--- src/rtl/stepper_bank.sv ---
// rtl/stepper_bank.sv - six-axis step/direction pulse generator
//
// Each axis compares its signed 32-bit target with its live position while
// idle. If they differ (and motion is enabled) it runs one step:
//   IDLE -> SETUP (DIR_SETUP) -> HIGH (PULSE_HIGH) -> LOW (PULSE_LOW) -> IDLE
// The position moves by one on the clock edge where the pulse rises.
//
// Optional build macro: STEPPER_SOFT_LIMIT_EN clamps every target to
// [-POS_LIMIT, +POS_LIMIT] before the idle comparison.
//
// Ports:
//   CLK                 system clock
//   RST_n               synchronous active-low reset
//   stepCnt             six signed 32-bit targets, axis i at [32i+31:32i]
//   currentLoopPowerOn  driver power request, registered onto powerEN
//   currentLoopEnable   motion enable, checked only when an axis is idle
//   stepperPosition     six signed 32-bit positions, same packing as stepCnt
//   powerEN             per-axis driver enable
//   thrusterPluse       per-axis step pulse
//   thrusterDirect      per-axis direction, 1 = increasing position
module stepper_bank #(
  parameter int DIR_SETUP  = 2,
  parameter int PULSE_HIGH = 4,
  parameter int PULSE_LOW  = 4,
  parameter int POS_LIMIT  = 100000
) (
  input  logic         CLK,
  input  logic         RST_n,
  input  logic [191:0] stepCnt,
  input  logic         currentLoopPowerOn,
  input  logic         currentLoopEnable,
  output logic [191:0] stepperPosition,
  output logic [5:0]   powerEN,
  output logic [5:0]   thrusterPluse,
  output logic [5:0]   thrusterDirect
);

  typedef enum logic [1:0] {S_IDLE, S_SETUP, S_HIGH, S_LOW} state_t;

  // Phase counters count 0 .. length-1 inside each timed phase.
  localparam logic [15:0] SETUP_LAST = 16'(DIR_SETUP - 1);
  localparam logic [15:0] HIGH_LAST  = 16'(PULSE_HIGH - 1);
  localparam logic [15:0] LOW_LAST   = 16'(PULSE_LOW - 1);

  state_t             state_q [6];
  state_t             state_d [6];
  logic [15:0]        cnt_q   [6];
  logic [15:0]        cnt_d   [6];
  logic signed [31:0] pos_q   [6];
  logic signed [31:0] pos_d   [6];
  logic signed [31:0] tgt     [6];
  logic [5:0]         dir_q, dir_d;
  logic [5:0]         pulse_q, pulse_d;
  logic [5:0]         power_q;

`ifdef STEPPER_SOFT_LIMIT_EN
  localparam logic signed [31:0] LIM_HI = 32'(POS_LIMIT);
  localparam logic signed [31:0] LIM_LO = -32'(POS_LIMIT);

  always_comb begin
    for (int i = 0; i < 6; i++) begin
      tgt[i] = $signed(stepCnt[32*i +: 32]);
      if (tgt[i] > LIM_HI) begin
        tgt[i] = LIM_HI;
      end else if (tgt[i] < LIM_LO) begin
        tgt[i] = LIM_LO;
      end
    end
  end
`else
  // The limit only matters when the clamp is compiled in.
  logic unused_pos_limit;
  assign unused_pos_limit = ^POS_LIMIT;

  always_comb begin
    for (int i = 0; i < 6; i++) begin
      tgt[i] = $signed(stepCnt[32*i +: 32]);
    end
  end
`endif

  always_comb begin
    dir_d   = dir_q;
    pulse_d = 6'b0;
    for (int i = 0; i < 6; i++) begin
      state_d[i] = state_q[i];
      cnt_d[i]   = cnt_q[i];
      pos_d[i]   = pos_q[i];
      case (state_q[i])
        S_IDLE: begin
          // Direction and the decision to step are only taken here, so a
          // step already under way always completes unchanged.
          if (currentLoopEnable && (tgt[i] != pos_q[i])) begin
            dir_d[i]   = (tgt[i] > pos_q[i]);
            state_d[i] = S_SETUP;
            cnt_d[i]   = 16'd0;
          end
        end
        S_SETUP: begin
          if (cnt_q[i] == SETUP_LAST) begin
            state_d[i] = S_HIGH;
            cnt_d[i]   = 16'd0;
            pulse_d[i] = 1'b1;
            pos_d[i]   = dir_q[i] ? pos_q[i] + 32'sd1 : pos_q[i] - 32'sd1;
          end else begin
            cnt_d[i] = cnt_q[i] + 16'd1;
          end
        end
        S_HIGH: begin
          if (cnt_q[i] == HIGH_LAST) begin
            state_d[i] = S_LOW;
            cnt_d[i]   = 16'd0;
          end else begin
            pulse_d[i] = 1'b1;
            cnt_d[i]   = cnt_q[i] + 16'd1;
          end
        end
        default: begin
          if (cnt_q[i] == LOW_LAST) begin
            state_d[i] = S_IDLE;
            cnt_d[i]   = 16'd0;
          end else begin
            cnt_d[i] = cnt_q[i] + 16'd1;
          end
        end
      endcase
    end
  end

  always_ff @(posedge CLK) begin
    if (!RST_n) begin
      for (int i = 0; i < 6; i++) begin
        state_q[i] <= S_IDLE;
        cnt_q[i]   <= 16'd0;
        pos_q[i]   <= 32'sd0;
      end
      dir_q   <= 6'b0;
      pulse_q <= 6'b0;
      power_q <= 6'b0;
    end else begin
      for (int i = 0; i < 6; i++) begin
        state_q[i] <= state_d[i];
        cnt_q[i]   <= cnt_d[i];
        pos_q[i]   <= pos_d[i];
      end
      dir_q   <= dir_d;
      pulse_q <= pulse_d;
      power_q <= {6{currentLoopPowerOn}};
    end
  end

  for (genvar g = 0; g < 6; g++) begin : g_pos
    assign stepperPosition[32*g +: 32] = pos_q[g];
  end

  assign powerEN        = power_q;
  assign thrusterPluse  = pulse_q;
  assign thrusterDirect = dir_q;

endmodule

--- config.mk ---
export PLATFORM = sky130hd
export DESIGN_NAME = stepper_bank
export DESIGN_NICKNAME = d
export VERILOG_FILES = /design/src/rtl/stepper_bank.sv
export SDC_FILE = /design/constraint.sdc
export NUM_CORES = 1
export LEC_CHECK = 0
export BUFFER_PORTS_ARGS = -buffer_cell sky130_fd_sc_hd__buf_2
export CORE_ASPECT_RATIO = 0.9
export CORE_UTILIZATION = 39
export DETAILED_ROUTE_END_ITERATION = 10
export RECOVER_POWER = 50
export SLEW_MARGIN = 30
export SYNTH_ARGS = -nofsm -noshare
export SYNTH_HDL_FRONTEND = slang
export SYNTH_SLANG_ARGS = --single-unit
export TNS_END_PERCENT = 30
--- constraint.sdc ---
create_clock -name CLK -period 4.65 [get_ports CLK]
set_input_delay 0.2325 -clock CLK [delete_from_list [all_inputs] [get_ports CLK]]
set_output_delay 0.2325 -clock CLK [all_outputs]
set_load 0.1 [all_outputs]
==> impl_metrics.env <==
export IMPL_synth_top_cell_area_share=0.236
export IMPL_ys_warn_count=0
export IMPL_first_pass_iters=5
export IMPL_seq_area_frac_synth=0.236
export IMPL_synth_distinct_cells=86
export IMPL_setup_worst_path_class="reg2reg"
export IMPL_crit_buf_inv=1
export IMPL_cpPeakStageDelay_ns=1.26
export IMPL_core_area_mm2=0.0671
export IMPL_skew_ns=0.0146
export IMPL_dieArea_mm2=0.0690
export IMPL_start_util=0.395
export IMPL_violations="max-capacitance violations, max-slew violations"
export IMPL_cpLargestDelayFamily="simple AND/OR/NAND/NOR gates"
export IMPL_fmax_mhz=256
export IMPL_synth_edff_count=0
export IMPL_dp_hpwl_um=57100
export IMPL_cts_resized_gates=0
export IMPL_path_max_fanout=36
export IMPL_grt_use_total=0.212
export IMPL_ys_flop_type="dfxtp_1"
export IMPL_clk_latency_ns=0.56
export IMPL_vdd_drop_max_v=0.000307
export IMPL_p_leak_nw=13.0
export IMPL_num_nets_final=4393
export IMPL_num_rows=90
export IMPL_worst_path_max_delay_cell="clkbuf_1"
export IMPL_rsz0062_at_grt="no"
export IMPL_via_per_inst=5.35
export IMPL_htreeDepth=2
export IMPL_port_buffers=405
export IMPL_netlist_area_mm2=0.0265
export IMPL_wl_per_cell_um=16.0
export IMPL_die_x_um=277
export IMPL_grt_pass1_wl_um=122000
export IMPL_cts_path_max_buffers=3
export IMPL_antenna_found_initial=8
export IMPL_layout_setup_ws_ns=0.751
export IMPL_p_switching_mw=8.02
export IMPL_fp_dieH_um=249
export IMPL_tns_ns=0
export IMPL_postSynth_asyncResetShare=0
export IMPL_yosys_area_top_type="dfxtp_1"
export IMPL_yosysMostFrequentCell="nand2_1"
export IMPL_p_sw_frac=0.489
export IMPL_internal_power_mw=8.37
export IMPL_crit_required_ns=5.13
export IMPL_clkTransAtPathRegs_ns=0.06
export IMPL_regToRegSetupSlack_ns=0.75
export IMPL_synth_seq_cells=313
export IMPL_pin_count=406
export IMPL_via_count=25094
export IMPL_hold_violations=0
export IMPL_drv_slew=278
export IMPL_gp_congestion=0.888
export IMPL_dpl_worst_slack_ns=1.05
export IMPL_hold_path_class="in2reg"
export IMPL_period_share=0.839
export IMPL_p_clk_frac=0.206
export IMPL_syn_inst=3415
export IMPL_drive_gt1_frac=0.0852
export IMPL_ys_top_cells_by_count="419 x nand2_1, 408 x ha_1, 352 x a21oi_1, 313 x dfxtp_1, 260 x inv_1"
export IMPL_pwr_share_comb=0.583
export IMPL_critPathCaptureType="flop"
export IMPL_slew_headroom=-0.192
export IMPL_route_detailed_drc=0
export IMPL_synth_fp_nets=4025
export IMPL_drt_iter0_drc=1461
export IMPL_fin_crit_ns=3.90
export IMPL_grt_max_degree=64
export IMPL_p_seq_frac=0.211
export IMPL_avgSynthCellArea_um2=7.76
export IMPL_startpoint_type="flop"
export IMPL_postRouteWirelength_um=74900
export IMPL_grt_ovfl_total=0
export IMPL_worstPathArrival_ns=4.38
export IMPL_numCtsBuffers=41
export IMPL_clock_sinks=313
export IMPL_p_per_area_mw_per_mm2=538
export IMPL_outcome="complete, but fails checks"
export IMPL_crit_chain="or4_1 -> nor4_1 -> and3_1 -> clkbuf_1 -> o21ai_1 -> a21o_1 -> or3_1 -> a21oi_1"
export IMPL_grt_pass1_vias=23239
export IMPL_drv_cap=8
export IMPL_worst_pin_slew_ns=1.79
export IMPL_setup_violations=0
export IMPL_cts_root_buf="clkbuf_16"
export IMPL_syn2layout_area_growth_pct=15.0
export IMPL_cts_tree="yes"
export IMPL_ant_nets=0
export IMPL_synth_area_leaders="dfxtp_1 24%, ha_1 19%, a21oi_1 6.6%"
-- state kept, by name, indices dropped and copies added (netlist names) --
name and cells:
thrusterPluse 6, state_q 12, pos_q 192, powerEN 1, cnt_q 96, thrusterDirect 6
-- kinds of logic after synthesis --
| group | Yosys count | share of synthesized area |
|---|---|---|
| DFF | 313 | 0.236 |
| AOI/OAI and AO/OA | 950 | 0.227 |
| adders and majority gates | 414 | 0.197 |
| xor gates and xnor gates | 210 | 0.0694 |
| muxes | 23 | 0.00883 |
| and+or+nand+nor | 1137 | 0.207 |
| buffers and inverters | 368 | 0.0535 |
-- tightest hold or removal path: cells and delay by family --
kind / cells / cell delay, ns
buffers and inverters: 1 / 0.23
and+or+nand+nor: 2 / 0.15
-- power groups by stage --
| stage | logic, mW | clock network (mW) | registers (mW) |
|---|---|---|---|
| floorplan | 6.06 | 0 | 5.14 |
| global placement | 9.53 | 0 | 3.51 |
| detailed placement | 9.53 | 0 | 3.51 |
| CTS | 9.59 | 3.49 | 3.46 |
| global route | 10.6 | 3.60 | 3.52 |
| finish | 9.56 | 3.37 | 3.46 |
-- per-layer routing --
| metal | global-route usage | routed length [µm] | part of all wire | vias up |
|---|---|---|---|---|
| met4 | 0.0470 | 1360 | 0.018 | 2 |
| met2 | 0.321 | 31500 | 0.42 | 533 |
| li1 | - | - | - | 13004 |
| met1 | 0.309 | 38100 | 0.51 | 11474 |
| met5 | 0 | 11 | 0.00015 | - |
| met3 | 0.0362 | 3960 | 0.053 | 81 |
-- cell usage in the layout (no fill, tap or decap), drive strengths merged, types with 13 or more instances in the layout --
cell / instances
nand2: 419
ha: 408
a21oi: 352
dfxtp: 313
clkbuf: 275
inv: 261
nor2: 243
buf: 213
a21o: 172
o21ai: 157
xor2: 106
xnor2: 104
nand3: 103
nand4: 85
a211oi: 56
or3: 49
and3: 38
nand2b: 30
nor4: 28
nor3: 28
a31oi: 28
o21a: 24
nor2b: 24
o21bai: 23
o211ai: 22
mux2i: 20
and2: 16
and4: 16
o31ai: 15
or2: 14
clkinv: 13
or4: 13
-- stage by stage --
stage / area [µm²] / hold slack (ns) / power, mW / util / std cells
5_1_grt: 30500 / 0.127 / 17.7 / 0.454 / 4690
3_5_place_dp: 29400 / 0.444 / 13.0 / 0.438 / 4613
6_report: 30500 / 0.125 / 16.4 / 0.454 / 4691
4_1_cts: 30800 / 0.0913 / 16.5 / 0.459 / 4689
3_3_place_gp: 29400 / 0.443 / 13.0 / 0.438 / 4613
2_1_floorplan: 26500 / 0.360 / 11.2 / - / 3415
-- layout make-up --
| cell class | count | area (µm²) |
|---|---|---|
| multi-input cells | 2734 | 18800 |
| flip-flops and latches | 313 | 6270 |
| well taps | 874 | 1090 |
| repair buffers | 433 | 1950 |
| inverters | 260 | 981 |
| diodes | 2 | 5.00 |
| clock buffers | 56 | 1220 |
| fillers | 6938 | 36600 |
| clock inverters | 19 | 201 |
-- path summary, 6_finish.rpt --
kind,from,cells past startpoint,end
setup / recovery,cnt_q[0][2],8,state_q[0][0]
hold / removal,RST_n,3,thrusterPluse[0]
setup reg to reg,cnt_q[0][2],8,state_q[0][0]
hold reg to reg,pos_q[0][31],2,pos_q[0][31]
-- repair_timing --
item                                   CTS  global route
setup endpoints to repair                0             0
endpoints found under the hold margin    1             0
setup buffers                            0             0
hold buffers                             1             0
Note: power is estimated with default switching activity, not from simulation.
